### src/rtl/counter_min_hour.sv
// Minutes/hours counter driven by the seconds carry level, with a three-state
// button-driven time-set mode (RUN -> SET_MIN -> SET_HOUR -> RUN).
module counter_min_hour #(
  parameter int MIN_MAX  = 59,
  parameter int HOUR_MAX = 23,
  parameter int W_MIN    = 6,
  parameter int W_HOUR   = 5
) (
  input  logic              clock,
  input  logic              reset_n,
  input  logic              carry_sec,
  input  logic              mode_btn,
  input  logic              set_btn,
  output logic [W_MIN-1:0]  count_min,
  output logic [W_HOUR-1:0] count_hour,
  output logic [1:0]        set_state,
  output logic              carry_min,
  output logic              carry_day
);

  typedef enum logic [1:0] {
    ST_RUN      = 2'b00,
    ST_SET_MIN  = 2'b01,
    ST_SET_HOUR = 2'b10
  } state_t;

  localparam logic [W_MIN-1:0]  MIN_LAST  = W_MIN'(MIN_MAX);
  localparam logic [W_HOUR-1:0] HOUR_LAST = W_HOUR'(HOUR_MAX);
  localparam logic [W_MIN-1:0]  MIN_ONE   = W_MIN'(1);
  localparam logic [W_HOUR-1:0] HOUR_ONE  = W_HOUR'(1);

  // Out-of-range values are treated as the last value so they wrap to zero.
  function automatic logic [W_MIN-1:0] inc_min(input logic [W_MIN-1:0] v);
    logic [W_MIN-1:0] r;
    if (v >= MIN_LAST) r = {W_MIN{1'b0}};
    else               r = v + MIN_ONE;
    return r;
  endfunction

  function automatic logic [W_HOUR-1:0] inc_hour(input logic [W_HOUR-1:0] v);
    logic [W_HOUR-1:0] r;
    if (v >= HOUR_LAST) r = {W_HOUR{1'b0}};
    else                r = v + HOUR_ONE;
    return r;
  endfunction

  state_t            state, state_nxt;
  logic              carry_q, mode_q, set_q;
  logic              carry_rise, mode_rise, set_rise;
  logic [W_MIN-1:0]  min_nxt;
  logic [W_HOUR-1:0] hour_nxt;
  logic              carry_min_nxt, carry_day_nxt;

  assign carry_rise = carry_sec & ~carry_q;
  assign mode_rise  = mode_btn  & ~mode_q;
  assign set_rise   = set_btn   & ~set_q;
  assign set_state  = state;

  // Edge history resets high so a level already present at release is not an edge.
  always_ff @(posedge clock or negedge reset_n) begin
    if (!reset_n) begin
      carry_q <= 1'b1;
      mode_q  <= 1'b1;
      set_q   <= 1'b1;
    end else begin
      carry_q <= carry_sec;
      mode_q  <= mode_btn;
      set_q   <= set_btn;
    end
  end

  // Next-state, count and carry-pulse logic.
  always_comb begin
    state_nxt     = state;
    min_nxt       = count_min;
    hour_nxt      = count_hour;
    carry_min_nxt = 1'b0;
    carry_day_nxt = 1'b0;
    case (state)
      ST_RUN: begin
        if (mode_rise) state_nxt = ST_SET_MIN;
        else           state_nxt = ST_RUN;
        if (carry_rise) begin
          min_nxt = inc_min(count_min);
          if (count_min >= MIN_LAST) begin
            carry_min_nxt = 1'b1;
            hour_nxt      = inc_hour(count_hour);
            if (count_hour >= HOUR_LAST) carry_day_nxt = 1'b1;
            else                         carry_day_nxt = 1'b0;
          end else begin
            carry_min_nxt = 1'b0;
          end
        end else begin
          min_nxt = count_min;
        end
      end
      // A mode edge wins over a simultaneous set edge: the increment is dropped.
      ST_SET_MIN: begin
        if (mode_rise)     state_nxt = ST_SET_HOUR;
        else if (set_rise) min_nxt   = inc_min(count_min);
        else               state_nxt = ST_SET_MIN;
      end
      ST_SET_HOUR: begin
        if (mode_rise)     state_nxt = ST_RUN;
        else if (set_rise) hour_nxt  = inc_hour(count_hour);
        else               state_nxt = ST_SET_HOUR;
      end
      default: begin
        state_nxt = ST_RUN;
      end
    endcase
  end

  // State, counts and carry pulses are all registered.
  always_ff @(posedge clock or negedge reset_n) begin
    if (!reset_n) begin
      state      <= ST_RUN;
      count_min  <= {W_MIN{1'b0}};
      count_hour <= {W_HOUR{1'b0}};
      carry_min  <= 1'b0;
      carry_day  <= 1'b0;
    end else begin
      state      <= state_nxt;
      count_min  <= min_nxt;
      count_hour <= hour_nxt;
      carry_min  <= carry_min_nxt;
      carry_day  <= carry_day_nxt;
    end
  end

endmodule

### config.mk
export PLATFORM = sky130hd
export DESIGN_NAME = counter_min_hour
export DESIGN_NICKNAME = d
export VERILOG_FILES = /design/src/rtl/counter_min_hour.sv
export SDC_FILE = /design/constraint.sdc
export NUM_CORES = 1
export LEC_CHECK = 0
export BUFFER_PORTS_ARGS = -buffer_cell sky130_fd_sc_hd__buf_2
export CORE_AREA = 3 3 46 48
export CTS_CLUSTER_DIAMETER = 200
export DETAILED_ROUTE_END_ITERATION = 12
export DIE_AREA = 0 0 49 51
export PLACE_DENSITY_LB_ADDON = 0.1
export SYNTH_ARGS = -nofsm -noshare
export SYNTH_HDL_FRONTEND = slang
export SYNTH_SLANG_ARGS = --single-unit
### constraint.sdc
create_clock -name clock -period 2.55 [get_ports clock]
set_clock_uncertainty 0.2 [all_clocks]
set_input_delay 0.51 -clock clock [delete_from_list [all_inputs] [get_ports clock]]
set_output_delay 0.51 -clock clock [all_outputs]
set_load 0.05 [all_outputs]
==> results by group <==
Pwr
  – Switching Fraction: 51.8%
  – Clock power frac: between 10% and 20%
  – Power per Cell Area: between 1000 and 1500 nW/um^2
  – Lkg Pwr: between 0.0004 and 0.0005 uW
  – Total design power: between 1000 and 1500 uW
  – Peak VDD IR: between 0.6 and 0.7 mV
  – Seq pwr share: approximately two fifths
  – Logic gate share of total power: roughly half
  – Int Power: about 600 uW
  – Switch Pwr: about 640 uW

Critical path
  – CP Launch Type: flip-flop
  – CP max stage delay: approximately 0.53 ns
  – Crit-path cells: ha_1 -> o2111ai_2 -> or4b_4 -> a21o_1 -> o32a_1
  – Nature of the critical path endpoint: flip-flop
  – WS Path Type: flip-flop to flip-flop
  – CP required: approximately 2.5 ns
  – WP data arrival: around 2.3 ns
  – Largest fanout on the critical path: 7
  – Crit-path slowest cell: or4b_4

Timing
  – Unrepaired setup endpoints after global routing: no
  – Fin crit period: 2.32 ns
  – Setup TNS: 0 ns
  – Max-slew headroom: between 60 and 70%
  – Crit share post-route: 90.9%
  – Setup ws final: around 0.23 ns
  – Hold Fails Final Rpt: 0
  – Fin. max-slew vios: 0
  – Fmax: between 400 and 500 MHz
  – Final setup vio count: 0
  – Worst slew pin tran: between 0.5 and 0.6 ns

Clocking
  – Clock root buffer: clkbuf_4
  – Clock net sink count: 18
  – Insertion delay to the later sink of the worst-skew pair: about 0.29 ns
  – TritonCTS Buffers: 3
  – Clk buf depth: 2
  – Setup bufs post-CTS: 0
  – CTS H-tree depth: 1
  – Reg clk slew, reported paths: approximately 0.1 ns
  – CTS tree: done

Flow run
  – Max_cap viols: 0

Min path
  – HP Class: input pin to flip-flop

Logic synthesis
  – Mapped Area: between 800 and 900 um^2
  – Synth top area cells: dfrtp_1 (43%), dfstp_2 (9.0%), o21ai_0 (4.6%)
  – Synthesis Warnings: 0
  – Syn Area/Cell: around 11 um^2
  – #FFs+latches synth: 18
  – Syn nets: 90
  – Post-synth top area share: a little over two fifths
  – Yosys cell types: 32
  – Mapped Cells: a little over 80
  – Cell taking the most area after synthesis: dfrtp_1
  – Seq/Total Area, Yosys: about half

Final layout
  – Diode count: 0
  – Layout area overhead: 18.1%
  – Post-layout util: 59.3%
  – Layout cells sized above 1: around 27%
  – NumNets Final: 114

Floorplan
  – Die X-Extent: between 40 and 50 um
  – Starting Density: 50.2%
  – Site row count: 15
  – Core Region: between 1500 and 2000 um^2
  – # IOs: 20
  – Die Height: around 50 um
  – Die ar.: roughly 2500 um^2

GRT
  – GRT Total Usage: about 17%
  – Met1 Resource Use GR: between 20% and 30%
  – Number of global-route vias before repair: just over 700
  – Met2 GRT Util: between 20% and 30%
  – Top Usage Layer GRT: met2
  – GR Layer Usage met3: under 10%
  – Total grt overflow: 0
  – Largest net degree at the start of global routing: 19
  – Initial antenna violation count: 0
  – Global-route wire length before repair: ~3.3 mm

Placed design
  – Global placement routability congestion: ~0.84
  – IO buf count: 19
  – Hpwl dp: ~1.3 mm
  – DP Worst Slack: ~0.24 ns

Route
  – Via Count: a little over 700
  – 1st-iter DRT viols: 15
  – DR vias/cell: around 5.4
  – Post-route DRC: 0
  – Wire per inst: between 10 and 15 um
  – Final wirelength: roughly 1.8 mm
  – First-pass iteration count of the detailed router: 4
  – Post-route ant nets: 0

Status
  – Outcome: finished clean
synthesized netlist by cell type:
master,n
mux2i_1,2
o2111a_1,1
mux2_2,1
or4_1,1
clkbuf_1,1
xnor2_1,1
a31o_2,1
a21o_1,1
nor2b_1,5
nor4b_1,1
o31ai_1,1
o211ai_1,1
dfrtp_1,15
o2111ai_2,1
o21ai_0,8
a211oi_1,1
nand2b_1,3
nand2_1,9
or4b_4,1
and2_1,1
nand4_1,1
and3_1,1
dfstp_2,3
a21oi_1,5
a41oi_1,1
nor2_1,3
o32a_1,2
a211o_1,2
ha_1,2
inv_1,3
a31oi_1,1
nand3_1,3
cell type report:
type / count / area [um^2]
clock buffers: 4 / 26.3
fillers: 152 / 711
inverters: 3 / 11.3
multi-input cells: 61 / 407
flip-flops and latches: 18 / 454
well taps: 25 / 31.3
repair buffers: 20 / 105
per-stage QoR:
step                      cells  hold slack (ns)  area, um^2
after floorplan              83           0.0144         876
after CTS                   131           0.0990        1030
after detailed placement    126            0.265         998
final                       131            0.112        1030
after global placement      126            0.256         998
after global routing        131           0.0929        1030
layout by cell type (no fill, tap or decap), types with 2 or more instances in the layout:
master	instances
nand2b_1	3
o32a_1	2
a211o_1	2
ha_1	2
clkbuf_4	3
inv_1	3
nand2_1	9
dfrtp_1	15
mux2i_1	2
nor2b_1	5
buf_2	19
nor2_1	3
a21oi_1	5
dfstp_2	3
o21ai_0	8
nand3_1	3
registers in the layout, summed over array words and instances, names as in the netlist:
signal,flops
count_min,6
mode_q,1
carry_min,1
count_hour,5
carry_day,1
carry_q,1
set_state,2
set_q,1
worst paths after layout:
kind / start / to / slack [ns] / depth (start not counted)
min reg2reg: count_min[1] / count_min[1] / 0.34 / 2
max: count_min[0] / count_hour[4] / 0.23 / 5
max in group asynchronous: reset_n / carry_q / 1.34 / 2
min: set_btn / set_q / 0.11 / 1
max reg2reg: count_min[0] / count_hour[4] / 0.23 / 5
min in group asynchronous: reset_n / set_state[1] / 0.48 / 2
critical path, delay by kind of cell (launching register included):
kind,cells,cell delay [ns]
fa+ha+maj,1,0.30
simple gates,1,0.53
flops,1,0.41
compound gates,3,0.76
power by group through the flow:
| stage | registers, uW | logic, uW | clock network [uW] |
|---|---|---|---|
| floorplan | 727 | 221 | 0 |
| global route | 508 | 655 | 171 |
| CTS | 485 | 613 | 154 |
| finish | 486 | 605 | 146 |
| detailed placement | 492 | 609 | 0 |
| global placement | 483 | 603 | 0 |
routing by layer:
| layer | vias up | wire, um |
|---|---|---|
| li1 | 355 | - |
| met1 | 336 | 877 |
| met2 | 16 | 776 |
| met3 | 6 | 74 |
| met4 | 0 | 44 |
| met5 | - | 0 |
cells by family after synthesis:
family / synth area share (%)
AND/OR/NAND/NOR: 18.1
AO/OA/AOI/OAI: 20.9
flip-flops: 51.9
buffers and inverters: 1.71
multiplexers: 3.57
adder cells (fa/ha/maj): 2.86
XOR/XNOR: 1.00
repair_timing:
| action | CTS | global route |
|---|---|---|
| hold endpoints to repair | 15 | 0 |
| endpoints found under the setup margin | 0 | 0 |
| hold buffers | 1 | 0 |
| gates resized for setup | 0 | 0 |
(Power assumes the default switching activity.)
